### src/rtl/spiker_reader.sv
// rtl/spiker_reader.sv - per-channel spike rising-edge detector with windowed OR readout
// One flag per channel is published each window: set if that channel rose at least once in it.
module spiker_reader #(
  parameter int N_SPIKES = 784,
  parameter int WINDOW   = 16
) (
  input  logic                clk_i,
  input  logic                rst_i,
  input  logic [N_SPIKES-1:0] data_in,
  output logic [N_SPIKES-1:0] data_out
);

  localparam int CNT_W = (WINDOW > 1) ? $clog2(WINDOW) : 1;
  localparam logic [CNT_W-1:0] CNT_LAST = CNT_W'(WINDOW - 1);
  localparam logic [CNT_W-1:0] CNT_ONE  = CNT_W'(1);

  logic [N_SPIKES-1:0] in_q, in_d;
  logic [N_SPIKES-1:0] prev_q, prev_d;
  logic [N_SPIKES-1:0] acc_q, acc_d;
  logic [N_SPIKES-1:0] out_q, out_d;
  logic [CNT_W-1:0]    cnt_q, cnt_d;
  logic [N_SPIKES-1:0] ev;
  logic                close_win;

  always_comb begin
    in_d      = data_in;
    prev_d    = in_q;
    ev        = in_q & ~prev_q;
    close_win = (cnt_q == CNT_LAST);
    out_d     = out_q;
    acc_d     = acc_q | ev;
    cnt_d     = cnt_q + CNT_ONE;
    // An event landing on the close edge belongs to the window being closed.
    if (close_win) begin
      out_d = acc_q | ev;
      acc_d = '0;
      cnt_d = '0;
    end
  end

  always_ff @(posedge clk_i) begin
    if (rst_i) begin
      in_q   <= '0;
      prev_q <= '0;
      acc_q  <= '0;
      out_q  <= '0;
      cnt_q  <= '0;
    end else begin
      in_q   <= in_d;
      prev_q <= prev_d;
      acc_q  <= acc_d;
      out_q  <= out_d;
      cnt_q  <= cnt_d;
    end
  end

  assign data_out = out_q;

endmodule

### config.mk
export PLATFORM = sky130hd
export DESIGN_NAME = spiker_reader
export DESIGN_NICKNAME = d
export VERILOG_FILES = /design/src/rtl/spiker_reader.sv
export SDC_FILE = /design/constraint.sdc
export NUM_CORES = 2
export LEC_CHECK = 0
export ABC_CLOCK_PERIOD_IN_PS = 1500
export CELL_PAD_IN_SITES_DETAIL_PLACEMENT = 1
export CELL_PAD_IN_SITES_GLOBAL_PLACEMENT = 1
export CORE_MARGIN = 5
export CORE_UTILIZATION = 26
export DETAILED_ROUTE_END_ITERATION = 12
export GPL_TIMING_DRIVEN = 0
export PLACE_DENSITY = 0.6
export RECOVER_POWER = 100
export SLEW_MARGIN = 30
export SYNTH_ARGS = -nofsm -noshare
export SYNTH_HDL_FRONTEND = slang
export SYNTH_SLANG_ARGS = --single-unit
### constraint.sdc
create_clock -name clk_i -period 1.5 [get_ports clk_i]
set_clock_uncertainty 0.15 [all_clocks]
set_input_delay 0.45 -clock clk_i [delete_from_list [all_inputs] [get_ports clk_i]]
set_output_delay 0.45 -clock clk_i [all_outputs]
set_load 0.02 [all_outputs]
======== Yosys cells after proc, flatten, opt, wreduce, memory -nomap -nowiden ========
Index checks and enable logic that the tools add are counted.
word-level totals
  bits in latches ......................... 0
  bits of input ports ..................... 786
  logic and storage cells ................. 11
  memories kept ........................... 0
  register bits ........................... 3140
  output and inout bits ................... 784
  memory bits (read-only) ................. 0
  bits in writable memories ............... 0
operators by class
  multipliers ............................. 0
  multiplexer cells ....................... 0
  $add $sub $neg .......................... 1
  $lt $le $gt $ge ......................... 0
  divide/modulo/power cells ............... 0
  reductions and logical operators ........ 1
  bitwise logic cells ..................... 3
  shift operators ......................... 0
  equal/unequal tests ..................... 1
operators with widths
  operator                                      count
  AND 784 bit                                   1
  inverter 784 bit                              1
  OR 784 bit                                    1
  adder 4 x 1 -> 4 bit (second input constant)  1
  == test 4 bit (second input constant)         1
  OR reduction 2 bit                            1

======== Logic depth before layout (Yosys ltp) ========
  word-level depth ........................ 3
  mapped depth ............................ 7
  gate-level depth less buffers ........... 4

======== Least setup slack after synthesis ========
OpenSTA, ideal clock, no wires.
  path type ............................... register -> register
  from .................................... reg cnt_q[0]
  to ...................................... reg out_q[533], in the netlist data_out[533]
  path buffers ............................ 3
  setup slack ............................. -89 ps
  data arrival time ....................... 1372 ps
  data required time ...................... 1283 ps
  cell stages (with the launch flop) ...... 8
  period minus slack after synthesis ...... 1589 ps
  setup time .............................. 67 ps
  cells stage by stage .................... dfxtp_1 > ha_1 > a31oi_2 > buf_4 > buf_6 > buf_6 > nand2_1 > o21ai_2
between the ends
  longest elaborated chain between the ends .. 1
RTL lines
  item                      RTL line  source
  start: declaration        21        logic [CNT_W-1:0] cnt_q, cnt_d;
  start signal: assignment  53        cnt_q <= cnt_d;
  == test 4 bit             29        close_win = (cnt_q == CNT_LAST);
  end signal: assignment    52        out_q <= out_d;
  end: declaration          20        logic [N_SPIKES-1:0] out_q, out_d;
No other way between the ends.
A chain may end at the register's enable or synchronous reset.

======== Worst setup path in the final report ========
  from .................................... reg out_q[282], in the netlist data_out[282]
  to ...................................... out data_out[282]
RTL lines
  item              RTL line  source
  end: declaration  10        output logic [N_SPIKES-1:0] data_out
No word-level cell between the ends.

==> results.toml <==
[setup_path]
path_cells = "buf_2"
criticalPathCategory = "flop to output pin"
crit_family = "flip-flops"
slowest_stage = "dfxtp_1"
start_kind = "flop"
worst_ep_arrival_time_ps = 1510
worstPathMaxFanout = 2
end_kind = "output pin"
path_buf_inv = 1
worstPathRequired_ps = 900
slowest_delay_ps = 390

[placed_design]
port_buffers = 1568
dp_cells = 15461
dp_hpwl_mm = 274
routabilityCongestion = 0.842
place_ws_ps = -1740

[sta]
grt_setup_unrepaired = "true"
timing.final.crit_share = 1.41
fin_crit_ps = 2110
timing.slew.headroom = 0.369
slew_violations = 0
fmax_mhz = 474
final.setup.worst_slack_ps = -611
tns_ps = -1242630
worst_pin_slew_ps = 947
hold_viol = 0
setup_viol = 3551

[yosys]
yosysTopAreaCellShare = 0.662
synth_area_um2 = 95000
yosysTopAreaCell = "dfxtp_1"
yosys_warnings = 0
ys_ff_latch = 3140
syn_inst = 9077
synth.distinct_cells = 19
synth_area_per_cell_um2 = 10.5
yosys-top-cells-area = "dfxtp_1 66%, nor2b_1 10%, o21ai_2 5.6%"
seq_area_frac_synth = 0.662
syn_nets = 9864

[layout]
fillers = 40024
final_net_count = 12622
post-route-util = 0.385
area_growth_syn_to_layout_pct = 48.0
final_layout_size_suffix_gt1_frac = 0.264
final_cells = 16986

[clock_network]
cts_sinks = 3140
numCtsBuffers = 345
clk_pin_slew_ps = 60
clockRootBuffer = "clkbuf_16"
h-tree-depth = 5
clock_latency_ps = 900
cts_buffer_depth = 4
cts_tree = "built"

[power]
finalPower_w = 0.188
vdd_drop_max_mv = 0.959
p_per_area_nw_per_um2 = 1330
power_leakage_nw = 56.3

[die]
io_pins = 1570
start_util = 0.260
die_h_um = 614
fp-row-count = 222
dieArea_um2 = 378000
coreArea_um2 = 365000
die_x_um = 614

[route]
drt_iter0_drc = 2512
wirelength_mm = 367
drcViolationCount = 0
via_count = 70530
drt_pass1_iterations = 5
detail_route.wl_per_cell_um = 21.6
antenna_left = 0
avgViaCountPerCell = 4.15

[global_routing]
grt_pass1_vias = 75671
antenna_found_initial = 127
grt_max_degree = 15
grt_use_total = 0.183
grt_pass1_wl_mm = 519
gr-total-overflow = 0

[worst_hold_path]
holdCritPathClass = "primary input to flop"

[run]
cap_violations = 0

[status]
outcome = "complete, but fails checks"
violations = "setup timing"
layer usage:
layer,track usage,routed length (um)
met2,0.340,189000
met1,0.202,142000
met3,0.0446,19500
met5,0,261
met4,0.0667,16300
report_power, final:
part	internal, W	switching [W]
Sequential	0.0867	0.00123
Clock	0.0518	0.0359
Combinational	0.00590	0.00604
worst paths after layout:
path	startpoint	endpoint	slack, ps	cells after the start
hold reg to reg	in_q[693]	prev_q[693]	280	1
setup reg to reg	cnt_q[1]	data_out[304]	-600	9
setup / recovery	data_out[282]	data_out[282]	-610	1
hold / removal	data_in[736]	in_q[736]	90	2
per-stage QoR:
step,hold slack [ps],cell area [um^2]
floorplan,271,95000
global placement,282,117000
CTS,3.71,136000
global route,21.0,141000
detailed placement,289,117000
finish,92.0,141000
layout make-up:
type                    instances  area (um^2)  share of cell area
well taps                    4816         6030              0.0429
multi-input cells            4716        26800               0.191
inverters                     785         2950              0.0210
clock buffers                 489        10100              0.0716
clock inverters               136         1790              0.0127
repair buffers               2411        25200               0.179
plain buffers                 436         3720              0.0265
diodes                         57          143             0.00101
flip-flops and latches       3140        63900               0.455
cell usage in the layout (no fill, tap or decap), types with 2 or more instances in the layout:
cell / synthesis / routed
clkbuf_16: 0 / 381
nand2_1: 784 / 687
a21oi_1: 786 / 786
inv_16: 0 / 6
clkbuf_1: 161 / 214
clkinv_4: 0 / 8
nor2b_1: 1568 / 1568
nor2_1: 786 / 752
diode_2: 0 / 57
clkinv_2: 0 / 64
dfxtp_1: 3140 / 2449
clkbuf_8: 0 / 83
o21ai_0: 25 / 25
dlygate4sd3_1: 0 / 730
o21ai_2: 605 / 625
bufinv_16: 0 / 27
inv_1: 785 / 785
clkinv_16: 0 / 8
buf_4: 53 / 103
clkinv_8: 0 / 5
clkinvlp_4: 0 / 12
inv_6: 0 / 6
buf_12: 0 / 46
nand2_4: 0 / 60
dfxtp_2: 0 / 620
clkbuf_2: 0 / 7
buf_16: 0 / 7
clkdlybuf4s50_1: 0 / 784
nand4b_1: 2 / 2
dfxtp_4: 0 / 71
buf_2: 34 / 120
nor2_4: 0 / 33
nand2_2: 0 / 37
clkbuf_4: 0 / 2
buf_8: 0 / 36
o21ai_1: 155 / 135
buf_6: 188 / 823
cells by family (layout without fill, tap and decap cells):
logic type,after synthesis,after routing,synth area share
and+or+nand+nor,3141,3141,0.166
DFF,3140,3140,0.662
AOI/OAI and AO/OA,1573,1573,0.107
buffers and inverters,1221,4257,0.0656
adders and majority gates,1,1,0.000132
xor gates and xnor gates,1,1,0.0000922
other,0,57,0
synthesized netlist by cell type, drive strengths merged:
master	count
a31oi	1
clkbuf	161
a31o	1
xnor2	1
buf	275
nand2	784
nor2	786
dfxtp	3140
inv	785
o21ai	785
and2	1
ha	1
nand4b	2
a21oi	786
nor2b	1568
state kept, by name, indices dropped and copies added, names as in the netlist:
name	flops
prev_q	784
data_out	784
in_q	784
cnt_q	4
acc_q	784
what timing repair did:
action,4_1_cts,5_1_grt
gates resized for setup,4054,2326
pin swaps,0,98
gates cloned,0,33
hold endpoints to repair,730,0
buffers inserted,13,67
setup endpoints to repair,3656,3655
hold buffers,730,0
No activity file was read; power rests on OpenSTA's default activity.
